[config.mk]
export PLATFORM = sky130hd
export DESIGN_NAME = fifo_wr_arbiter
export DESIGN_NICKNAME = d
export VERILOG_FILES = /design/src/rtl/fifo_arb_pkg.sv /design/src/rtl/fifo_rr_pick.sv /design/src/rtl/fifo_wr_arbiter.sv
export SDC_FILE = /design/constraint.sdc
export NUM_CORES = 1
export LEC_CHECK = 0
export BUFFER_PORTS_ARGS = -buffer_cell sky130_fd_sc_hd__buf_2
export CAP_MARGIN = 10
export CELL_PAD_IN_SITES_DETAIL_PLACEMENT = 0
export CELL_PAD_IN_SITES_GLOBAL_PLACEMENT = 1
export CORE_AREA = 2 2 91 93
export CTS_CLUSTER_DIAMETER = 50
export DETAILED_ROUTE_END_ITERATION = 10
export DIE_AREA = 0 0 93 95
export PLACE_DENSITY = 0.82
export SLEW_MARGIN = 20
export SYNTH_ARGS = -nofsm -noshare
export SYNTH_HDL_FRONTEND = slang
export SYNTH_SLANG_ARGS = --single-unit
[constraint.sdc]
create_clock -name wclk -period 3.1 [get_ports wclk]
set_clock_uncertainty 0.15 [all_clocks]
set_input_delay 0 -clock wclk [delete_from_list [all_inputs] [get_ports wclk]]
set_output_delay 0 -clock wclk [all_outputs]
set_load 0.02 [all_outputs]
[src/rtl/fifo_arb_pkg.sv]
// Shared types and defaults for the FIFO write-port arbiter and round-robin picker.
package fifo_arb_pkg;

   typedef enum logic [0:0] {
      StIdle,
      StBusy
   } arb_state_e;

   localparam int unsigned ARB_NREQ      = 4;
   localparam int unsigned ARB_WD        = 40;
   localparam int unsigned ARB_MAX_BURST = 8;
   localparam int unsigned STAT_W        = 16;

endpackage

[src/rtl/fifo_rr_pick.sv]
// Combinational round-robin selector: first set request strictly after last_grant_i, wrapping.
module rr_pick #(
   parameter int unsigned NReq = 4,
   localparam int unsigned IdW = $clog2(NReq)
) (
   input  logic [NReq-1:0] req_i,
   input  logic [IdW-1:0]  last_grant_i,
   output logic [IdW-1:0]  grant_o,
   output logic            any_o
);

   logic           found_hi;
   logic [IdW-1:0] idx_hi;
   logic           found_lo;
   logic [IdW-1:0] idx_lo;

   // Two ascending passes: indices above last_grant_i win, then the wrapped range.
   always_comb begin
      found_hi = 1'b0;
      idx_hi   = '0;
      found_lo = 1'b0;
      idx_lo   = '0;
      for (int unsigned i = 0; i < NReq; i++) begin
         if (!found_hi && req_i[i] && (i > 32'(last_grant_i))) begin
            found_hi = 1'b1;
            idx_hi   = IdW'(i);
         end
         if (!found_lo && req_i[i] && (i <= 32'(last_grant_i))) begin
            found_lo = 1'b1;
            idx_lo   = IdW'(i);
         end
      end
      any_o   = found_hi | found_lo;
      grant_o = found_hi ? idx_hi : idx_lo;
   end

endmodule

[src/rtl/fifo_wr_arbiter.sv]
// Burst-locked round-robin arbiter sharing one FIFO write port among NREQ producers.
// Optional per-requester beat counters when FIFO_WR_ARB_STATS_EN is defined.
module fifo_wr_arbiter
   import fifo_arb_pkg::*;
#(
   parameter int unsigned NREQ      = ARB_NREQ,
   parameter int unsigned WD        = ARB_WD,
   parameter int unsigned MAX_BURST = ARB_MAX_BURST,
   localparam int unsigned IDW      = $clog2(NREQ)
) (
   input  logic                   wclk,
   input  logic                   rst_n,
   input  logic [NREQ-1:0]        req_valid,
   input  logic [NREQ-1:0]        req_last,
   input  logic [NREQ*WD-1:0]     req_data,
   output logic [NREQ-1:0]        req_ready,
`ifdef FIFO_WR_ARB_STATS_EN
   input  logic                   stat_clr,
   output logic [NREQ*STAT_W-1:0] stat_beats,
`endif
   input  logic                   fifo_full,
   output logic                   fifo_wr_en,
   output logic [WD-1:0]          fifo_wdata,
   output logic [IDW-1:0]         grant_id,
   output logic                   busy
);

   localparam int unsigned BCW = $clog2(MAX_BURST + 1);

   arb_state_e     state_q, state_d;
   logic [IDW-1:0] grant_id_q, grant_id_d;
   logic [IDW-1:0] last_grant_q, last_grant_d;
   logic [BCW-1:0] beat_cnt_q, beat_cnt_d;
   logic [IDW-1:0] pick_id;
   logic           pick_any;

   rr_pick #(
      .NReq (NREQ)
   ) u_rr_pick (
      .req_i        (req_valid),
      .last_grant_i (last_grant_q),
      .grant_o      (pick_id),
      .any_o        (pick_any)
   );

   assign busy     = (state_q == StBusy);
   assign grant_id = grant_id_q;

   // Combinational so fifo_full throttles the owner in the same cycle.
   always_comb begin
      req_ready  = '0;
      fifo_wr_en = 1'b0;
      fifo_wdata = '0;
      if (state_q == StBusy) begin
         req_ready[grant_id_q] = !fifo_full;
         fifo_wr_en            = req_valid[grant_id_q] && !fifo_full;
         fifo_wdata            = req_data[int'(grant_id_q) * int'(WD) +: WD];
      end
   end

   always_comb begin
      state_d      = state_q;
      grant_id_d   = grant_id_q;
      last_grant_d = last_grant_q;
      beat_cnt_d   = beat_cnt_q;
      unique case (state_q)
         StIdle: begin
            if (pick_any) begin
               grant_id_d = pick_id;
               beat_cnt_d = '0;
               state_d    = StBusy;
            end
         end
         StBusy: begin
            if (fifo_wr_en) begin
               beat_cnt_d = beat_cnt_q + 1'b1;
               if (req_last[grant_id_q] || (beat_cnt_q == BCW'(MAX_BURST - 1))) begin
                  last_grant_d = grant_id_q;
                  state_d      = StIdle;
               end
            end
         end
         default: state_d = StIdle;
      endcase
   end

   always_ff @(posedge wclk) begin
      if (!rst_n) begin
         state_q      <= StIdle;
         grant_id_q   <= '0;
         last_grant_q <= IDW'(NREQ - 1);
         beat_cnt_q   <= '0;
      end else begin
         state_q      <= state_d;
         grant_id_q   <= grant_id_d;
         last_grant_q <= last_grant_d;
         beat_cnt_q   <= beat_cnt_d;
      end
   end

`ifdef FIFO_WR_ARB_STATS_EN
   logic [STAT_W-1:0] stat_q [NREQ];

   // Clear wins over a same-cycle increment; counters stick at all-ones.
   always_ff @(posedge wclk) begin
      if (!rst_n || stat_clr) begin
         for (int unsigned i = 0; i < NREQ; i++) begin
            stat_q[i] <= '0;
         end
      end else if (fifo_wr_en && (stat_q[grant_id_q] != '1)) begin
         stat_q[grant_id_q] <= stat_q[grant_id_q] + 1'b1;
      end
   end

   always_comb begin
      stat_beats = '0;
      for (int unsigned i = 0; i < NREQ; i++) begin
         stat_beats[i*STAT_W +: STAT_W] = stat_q[i];
      end
   end
`endif

endmodule

==> impl_metrics.py, run 1 <==
metrics = {
    "run_status": {
        "status": "complete, no violations",
    },
    "global_route": {
        "grt_pass1_wl_mm": 10.7,
        "grt_max_degree": 31,
        "grtUsageTotal_pct": 15.6,
        "grt-ovfl-total": 0,
        "grt_pass1_vias": 2126,
        "antenna_found_initial": 1,
    },
    "timing": {
        "slew_headroom_pct": 47.8,
        "finalCritPeriodShare_pct": 73.2,
        "post-route-min-period_ns": 2.27,
        "tightestPinTransition_ns": 0.782,
        "tns_ns": 0,
        "timing.final.hold_violations": 0,
        "fmax_mhz": 441,
        "fin_hold_ws_ns": 0.0170,
        "rsz0062_at_grt": "no",
        "report.final.slew_viol_count": 0,
        "setup_violations": 0,
    },
    "routing": {
        "firstDrtPassIters": 4,
        "wl_mm": 7.55,
        "via_per_inst": 4.67,
        "highest_layer": "met4",
        "antenna_left": 0,
        "drtIter0Drc": 53,
        "vias": 2223,
        "wirelength_met1_mm": 3.12,
        "met2_length_mm": 3.71,
        "routedWlPerCell_um": 15.9,
        "dr_wl_met3_um": 634,
        "drc": 0,
    },
    "setup_path": {
        "path_cells": "buf_4 -> mux4_2 -> and2_1 -> buf_2",
        "cp-end-kind": "primary output",
        "rr_startpoint": "grant_id[0]",
        "start_kind": "flip-flop",
        "cp_max_fo": 30,
        "r2r_end": "last_grant_q[1]",
        "crit_arrival_ns": 2.12,
        "slowest_delay_ns": 0.67,
        "crit_type": "reg -> out",
        "cpMaxStageDelayCell": "dfxtp_4",
        "cp.required_ns": 2.95,
        "reg2regPathDepth": 4,
        "r2r_setup_slack_ns": 1.03,
    },
    "clock_network": {
        "numCtsBuffers": 3,
        "htreeDepth": 1,
        "clkLatencyLatePin_ns": 0.24,
        "clock_sinks": 9,
        "clock_tree.root_cell": "clkbuf_8",
        "clk_pin_slew_ns": 0.05,
        "holdBufCountCts": 3,
        "cts_tree": "yes",
        "cts.path.max_buffers": 2,
        "post_cts_buffers": 0,
        "post_cts_resize_count": 0,
    },
    "min_path": {
        "timing.hold.worst.class": "in -> reg",
        "hold_depth": 4,
        "hp-start": "req_valid[1]",
        "min_to": "grant_id[1]",
    },
    "yosys": {
        "yosysTopAreaCellShare_pct": 51.2,
        "async_reset_ff_share_pct": 0,
        "synth.area.top_cells": "mux4_2, and2_1, dfxtp_1",
        "synth_warnings": 0,
        "yosysUniqueCellTypes": 37,
        "synth_top_cell_by_area": "mux4_2",
        "ys_ff_latch": 9,
        "synth_ff_type": "dfxtp_1",
        "synth_seq_area_share_pct": 9.75,
        "synth_edf_count": 0,
        "avgSynthCellArea_um2": 11.8,
        "synth.net_count": 329,
        "netlist_area_um2": 1850,
        "syn_inst": 157,
    },
    "floorplan": {
        "fp.dieW_um": 93,
        "initial_core_util_pct": 23.3,
        "ios": 219,
        "core_um2": 7930,
        "row_count": 33,
        "die_h_um": 95,
        "fp.dieArea_um2": 8840,
    },
    "final_layout": {
        "drive_gt1_share_pct": 74.9,
        "seq_area_um2": 185,
        "multi_input_area_um2": 1530,
        "layout.nets": 543,
        "syn2layout_area_growth_pct": 65.5,
        "final_common_cell": "buf_2",
        "fill_cells": 858,
        "final_cell_mix": "buf_2, mux4_2, and2_1",
    },
    "power_and_ir_drop": {
        "power.density_nw_per_um2": 255,
        "ir_worst_vdd_v": 0.000150,
        "leakage_nw": 1.53,
    },
    "flow_run": {
        "cap_violations": 0,
    },
    "place": {
        "place.gp.congestion": 0.906,
        "hpwl_mm": 6.49,
        "port_buffers": 218,
    },
}
metrics by stage:
stage | worst slack [ns] | std cells | total power [mW] | instance area (µm²) | utilization (%)
floorplan | 1.28 | 157 | 0.460 | 1850 | -
global placement | 1.03 | 468 | 0.631 | 2980 | 37.6
detailed placement | 1.01 | 468 | 0.638 | 2980 | 37.6
CTS | 0.764 | 475 | 0.787 | 3060 | 38.5
global route | 0.667 | 475 | 0.829 | 3060 | 38.5
finish | 0.831 | 476 | 0.779 | 3060 | 38.6
cells in the mapped netlist (2+ instances only):
library cell and number:
dfxtp_1 9, clkbuf_1 4, and3b_1 2, and2_1 40
nand3_1 4, nand2b_1 3, and3_1 2, buf_6 5
a31o_1 3, a21oi_1 4, nand3b_1 2, nor2_1 3
nor3b_1 2, o21ai_0 3, nand2_1 3, mux4_2 42
mux2i_1 2, buf_2 5
final cells by class:
class,instances,share of cell area (%)
Antenna cell,1,0.0818
Clock buffer,4,1.47
Inverter,2,0.327
Multi-Input combinational cell,130,50.1
Sequential cell,9,6.06
Tap cell,105,4.30
Timing Repair Buffer,225,37.6
registers in the layout, indices dropped and copies added, names as in the netlist:
register / count
last_grant_q: 2
grant_id: 2
beat_cnt_q: 4
busy: 1
routing by layer:
layer  global-route usage (%)  vias to the layer above
met2                     27.3                      105
met3                     2.95                        9
met5                        0                        -
met1                     19.7                     1060
li1                         -                     1049
met4                     4.17                        0
cell families after synthesis:
family,count (synthesis),synth area share [%]
buf+inv,18,7.31
compound gates,16,5.96
flops,9,9.75
simple gates,69,24.0
mux,44,52.3
fa+ha+maj,1,0.677
critical path, delay by kind of cell, from the launching register on:
kind                   cells  cell delay, ns
multiplexers               1            0.53
AND/OR/NAND/NOR            1            0.18
buffers and inverters      2            0.49
flip-flops                 1            0.67
worst max path at each step:
stage / from / endpoint / slack [ns]
2_1_floorplan: grant_id[0] / last_grant_q[0] / 1.28
3_3_place_gp: grant_id[0] / last_grant_q[1] / 1.03
3_5_place_dp: grant_id[0] / last_grant_q[0] / 1.01
4_1_cts: grant_id[0] / fifo_wdata[39] / 0.76
5_1_grt: grant_id[0] / fifo_wdata[39] / 0.67
6_report: grant_id[0] / fifo_wdata[39] / 0.83
report_power, final:
group,internal [mW],switching (mW)
combinational,0.273,0.203
sequential,0.122,0.0347
clock,0.0905,0.0564
Power figures use the tool's default switching activity.
==> run 2, diff against run 1 <==
CORE_AREA = 2 2 95 97   (was 2 2 91 93)
DIE_AREA = 0 0 97 99   (was 0 0 93 95)
PLACE_DENSITY = 0.75   (was 0.82)
clock period = 2.1 ns   (was 3.1 ns; I/O delays follow)
==> impl_metrics.py, run 2 (synthesis gave the netlist of run 1 again) <==
metrics = {
    "run_status": {
        "status": "complete, no violations",
    },
    "clock_network": {
        "clk_pin_slew_ns": 0.04,
        "clkLatencyLatePin_ns": 0.23,
        "clock_sinks": 9,
        "numCtsBuffers": 3,
        "cts_tree": "yes",
        "clock_tree.root_cell": "clkbuf_8",
        "htreeDepth": 1,
        "cts.path.max_buffers": 2,
    },
    "global_route": {
        "grt_use_met3_pct": 2.48,
        "grt_pass1_vias": 2279,
        "grtUsageTotal_pct": 15.2,
        "busiest_layer": "met2",
        "grt_pass1_wl_mm": 11.8,
        "antenna_found_initial": 0,
        "grt_max_degree": 25,
        "met2_usage_pct": 30.1,
        "grt-ovfl-total": 0,
        "grt_use_met1_pct": 18.0,
    },
    "timing": {
        "post-route-min-period_ns": 1.95,
        "tightestPinTransition_ns": 0.539,
        "slew_headroom_pct": 63.7,
        "finalCritPeriodShare_pct": 92.9,
        "timing.final.hold_violations": 0,
        "report.final.slew_viol_count": 0,
        "tns_ns": 0,
        "setup_violations": 0,
        "rsz0062_at_grt": "no",
        "fmax_mhz": 513,
    },
    "floorplan": {
        "initial_core_util_pct": 21.6,
        "fp.dieW_um": 97,
        "die_h_um": 99,
        "core_um2": 8550,
        "ios": 219,
        "row_count": 34,
        "fp.dieArea_um2": 9600,
    },
    "place": {
        "place_area_um2": 3020,
        "place.gp.congestion": 0.803,
        "hpwl_mm": 6.79,
        "dp_cells": 473,
        "port_buffers": 218,
    },
    "power_and_ir_drop": {
        "power.density_nw_per_um2": 371,
        "leakage_nw": 1.55,
        "power_mw": 1.15,
        "ir_worst_vdd_v": 0.000319,
    },
    "final_layout": {
        "design_area_um2": 3100,
        "largest_register_ffs": 4,
        "regMostFlops": "beat_cnt_q",
        "final_cell_mix": "buf_2, mux4_2, and2_1",
        "final_common_cell": "buf_2",
        "fill_cells": 888,
        "layout.nets": 545,
        "finalNonFillerCells": 480,
        "n_antenna_cell": 0,
        "syn2layout_area_growth_pct": 67.9,
        "drive_gt1_share_pct": 75.0,
    },
    "setup_path": {
        "cp_max_fo": 16,
        "start_kind": "flip-flop",
        "crit_type": "reg -> out",
        "r2r_setup_slack_ns": 0.32,
        "cp-end-kind": "primary output",
        "cp.required_ns": 1.95,
        "crit_arrival_ns": 1.80,
    },
    "flow_run": {
        "cap_violations": 0,
    },
    "routing": {
        "firstDrtPassIters": 4,
        "routedWlPerCell_um": 16.2,
        "antenna_left": 0,
        "vias": 2217,
        "drtIter0Drc": 35,
        "via_per_inst": 4.62,
        "wl_mm": 7.79,
        "drc": 0,
    },
    "min_path": {
        "timing.hold.worst.class": "in -> reg",
    },
}
## run 2: changes by cell type in the layout (fill, tap and decap cells not counted)
cell     before  now
buf_12        0    2
diode_2       1    0
buf_4         4    3
buf_6         0    1
## run 2: timing repair
item | CTS | global route
hold buffers | 3 | 0
buffers inserted | 0 | 0
resized for setup | 0 | 1
endpoints found under the setup margin | 0 | 16
endpoints found under the hold margin | 6 | 0
## run 2: per-layer routing
metal | vias to the layer above | wire [µm] | share of wire (%)
met4 | 0 | 19 | 0.24
li1 | 1051 | - | -
met1 | 1058 | 2910 | 37
met3 | 2 | 507 | 6.5
met5 | - | 0 | 0
met2 | 106 | 4350 | 56
## run 2: layout make-up
type | count | area, µm² | area share (%)
sequential | 9 | 185 | 5.97
timing repair buffer | 227 | 1190 | 38.5
tap | 108 | 135 | 4.35
inverter | 2 | 10.0 | 0.323
clock buffer | 4 | 45.0 | 1.45
multi-input combinational | 130 | 1530 | 49.4
## run 2: critical path: stages (launching register included)
cell     delay (ns)
dfxtp_4        0.44
buf_6          0.26
mux4_2         0.53
and2_1         0.18
buf_2          0.15
## run 2: stage by stage
step / util, % / hold slack (ns) / setup slack (ns)
after detailed placement: 35.4 / 0.138 / 0.290
after global routing: 36.3 / 0.0719 / 0.0442
final: 36.3 / 0.0240 / 0.150
after floorplan: - / 0.0525 / 0.282
after CTS: 36.2 / 0.0184 / 0.0371
after global placement: 35.4 / 0.136 / 0.299
## run 2: path summary, 6_finish.rpt
kind              startpoint         endpoint  cells past startpoint
max              grant_id[0]    fifo_wdata[8]                      4
min             req_valid[1]      grant_id[1]                      4
max reg2reg      grant_id[0]  last_grant_q[1]                      4
min reg2reg  last_grant_q[0]  last_grant_q[0]                      2
## run 2: report_power, final
group,leakage (nW),internal [mW],switching (mW)
clock,0.0228,0.132,0.0694
combinational,1.45,0.416,0.334
sequential,0.0745,0.180,0.0180
total,1.55,0.728,0.422
==> run 3, diff against run 2 <==
--- a/config.mk
+++ b/config.mk
@@ -8,11 +8,9 @@
 export BUFFER_PORTS_ARGS = -buffer_cell sky130_fd_sc_hd__buf_2
 export CAP_MARGIN = 10
-export CELL_PAD_IN_SITES_DETAIL_PLACEMENT = 0
-export CELL_PAD_IN_SITES_GLOBAL_PLACEMENT = 1
-export CORE_AREA = 2 2 95 97
+export CORE_AREA = 2 2 84 86
 export CTS_CLUSTER_DIAMETER = 50
 export DETAILED_ROUTE_END_ITERATION = 10
-export DIE_AREA = 0 0 97 99
-export PLACE_DENSITY = 0.75
+export DIE_AREA = 0 0 86 88
+export PLACE_DENSITY = 0.65
 export SLEW_MARGIN = 20
 export SYNTH_ARGS = -nofsm -noshare
--- a/constraint.sdc
+++ b/constraint.sdc
@@ -3,3 +3,3 @@
 set_input_delay 0 -clock wclk [delete_from_list [all_inputs] [get_ports wclk]]
 set_output_delay 0 -clock wclk [all_outputs]
-set_load 0.02 [all_outputs]
+set_load 0.01 [all_outputs]
==> impl_metrics.py, run 3 (synthesis gave the netlist of run 1 again) <==
metrics = {
    "run_status": {
        "status": "complete, no violations",
    },
    "floorplan": {
        "initial_core_util_pct": 27.8,
        "row_count": 30,
        "fp.dieW_um": 86,
        "ios": 219,
        "fp.dieArea_um2": 7570,
        "core_um2": 6640,
        "die_h_um": 88,
    },
    "global_route": {
        "grt_max_degree": 26,
        "grt_pass1_vias": 2232,
        "grtUsageTotal_pct": 17.9,
        "grt_pass1_wl_mm": 10.7,
        "grt-ovfl-total": 0,
        "antenna_found_initial": 1,
    },
    "setup_path": {
        "cp-end-kind": "primary output",
        "start_kind": "flip-flop",
        "cpMaxStageDelayCell": "mux4_2",
        "crit_arrival_ns": 1.78,
        "cp_max_fo": 21,
        "crit_type": "reg -> out",
        "cp_num_buf_inv": 2,
        "path_delay_family": "multiplexers",
        "cp.required_ns": 1.95,
        "path_cells": "buf_6 -> mux4_2 -> and2_1 -> buf_2",
        "slowest_delay_ns": 0.56,
    },
    "power_and_ir_drop": {
        "power.density_nw_per_um2": 355,
        "ir_worst_vdd_v": 0.000356,
        "leakage_nw": 1.54,
        "power_mw": 1.09,
    },
    "clock_network": {
        "clock_sinks": 9,
        "clock_tree.root_cell": "clkbuf_8",
        "htreeDepth": 1,
        "post_cts_buffers": 0,
        "cts.path.max_buffers": 2,
        "numCtsBuffers": 3,
        "cts_tree": "yes",
        "clkLatencyLatePin_ns": 0.24,
        "clk_pin_slew_ns": 0.05,
    },
    "routing": {
        "drc": 0,
        "via_per_inst": 5.01,
        "antenna_left": 0,
        "firstDrtPassIters": 4,
        "routedWlPerCell_um": 16.8,
        "wl_mm": 7.61,
        "vias": 2273,
        "drtIter0Drc": 43,
    },
    "timing": {
        "timing.final.hold_violations": 0,
        "rsz0062_at_grt": "no",
        "slew_headroom_pct": 63.2,
        "finalCritPeriodShare_pct": 91.8,
        "tightestPinTransition_ns": 0.548,
        "tns_ns": 0,
        "report.final.slew_viol_count": 0,
        "post-route-min-period_ns": 1.93,
        "setup_violations": 0,
        "fmax_mhz": 519,
    },
    "final_layout": {
        "final_cell_mix": "buf_2, mux4_2, and2_1",
        "regMostFlops": "beat_cnt_q",
        "largest_register_ffs": 4,
        "final_util_pct": 46.0,
        "finalNonFillerCells": 454,
        "syn2layout_area_growth_pct": 65.4,
        "final_common_cell": "buf_2",
        "layout.nets": 546,
        "drive_gt1_share_pct": 75.1,
    },
    "place": {
        "hpwl_mm": 6.44,
        "place.gp.congestion": 0.877,
        "port_buffers": 218,
        "dp_cells": 446,
    },
    "min_path": {
        "timing.hold.worst.class": "in -> reg",
    },
    "flow_run": {
        "cap_violations": 0,
    },
}
run 3: cell types whose count changed in the layout (fill, tap and decap cells not counted):
cell,before,now
buf_12,2,0
buf_6,1,2
buf_4,3,5
diode_2,0,1
run 3: cell type report:
cell class / count / area, µm²
inverters: 2 / 10.0
repair buffers: 228 / 1180
multi-input cells: 130 / 1530
flip-flops and latches: 9 / 185
fillers: 654 / 3590
clock buffers: 4 / 45.0
well taps: 80 / 100
diodes: 1 / 2.50
run 3: final timing paths:
check / start / endpoint / slack, ns / depth (start not counted)
setup / recovery: grant_id[0] / fifo_wdata[7] / 0.17 / 4
hold / removal: req_valid[1] / grant_id[1] / 0.02 / 4
setup reg to reg: grant_id[0] / last_grant_q[0] / 0.41 / 4
hold reg to reg: beat_cnt_q[3] / beat_cnt_q[3] / 0.37 / 1
run 3: where the power goes:
group	total, mW	switching [mW]	internal (mW)
logic	0.687	0.277	0.410
clock network	0.208	0.0754	0.133
registers	0.191	0.0109	0.180
total	1.09	0.364	0.723
run 3: per-layer routing:
layer	track usage (%)	vias up	wire [µm]
met1	21.4	1100	2940
met3	3.49	11	625
met5	0	-	0
met2	32.6	108	3910
met4	5.19	0	131
li1	-	1054	-
run 3: repair_timing:
action,CTS,global route
resized for setup,0,2
endpoints found under the setup margin,0,11
hold buffers,3,0
endpoints found under the hold margin,6,0
run 3: through the flow:
stage / hold WS (ns) / setup slack, ns / area [µm²]
floorplan: 0.0525 / 0.359 / 1850
global placement: 0.131 / 0.321 / 2970
detailed placement: 0.139 / 0.320 / 2970
CTS: 0.0150 / 0.0577 / 3050
global route: 0.0461 / 0.0937 / 3060
finish: 0.0154 / 0.172 / 3060
run 3: worst min-delay path, cell delays in order:
cell and delay [ns]:
buf_2 0.12, o211ai_1 0.10, nand3_1 0.08, a21boi_1 0.05
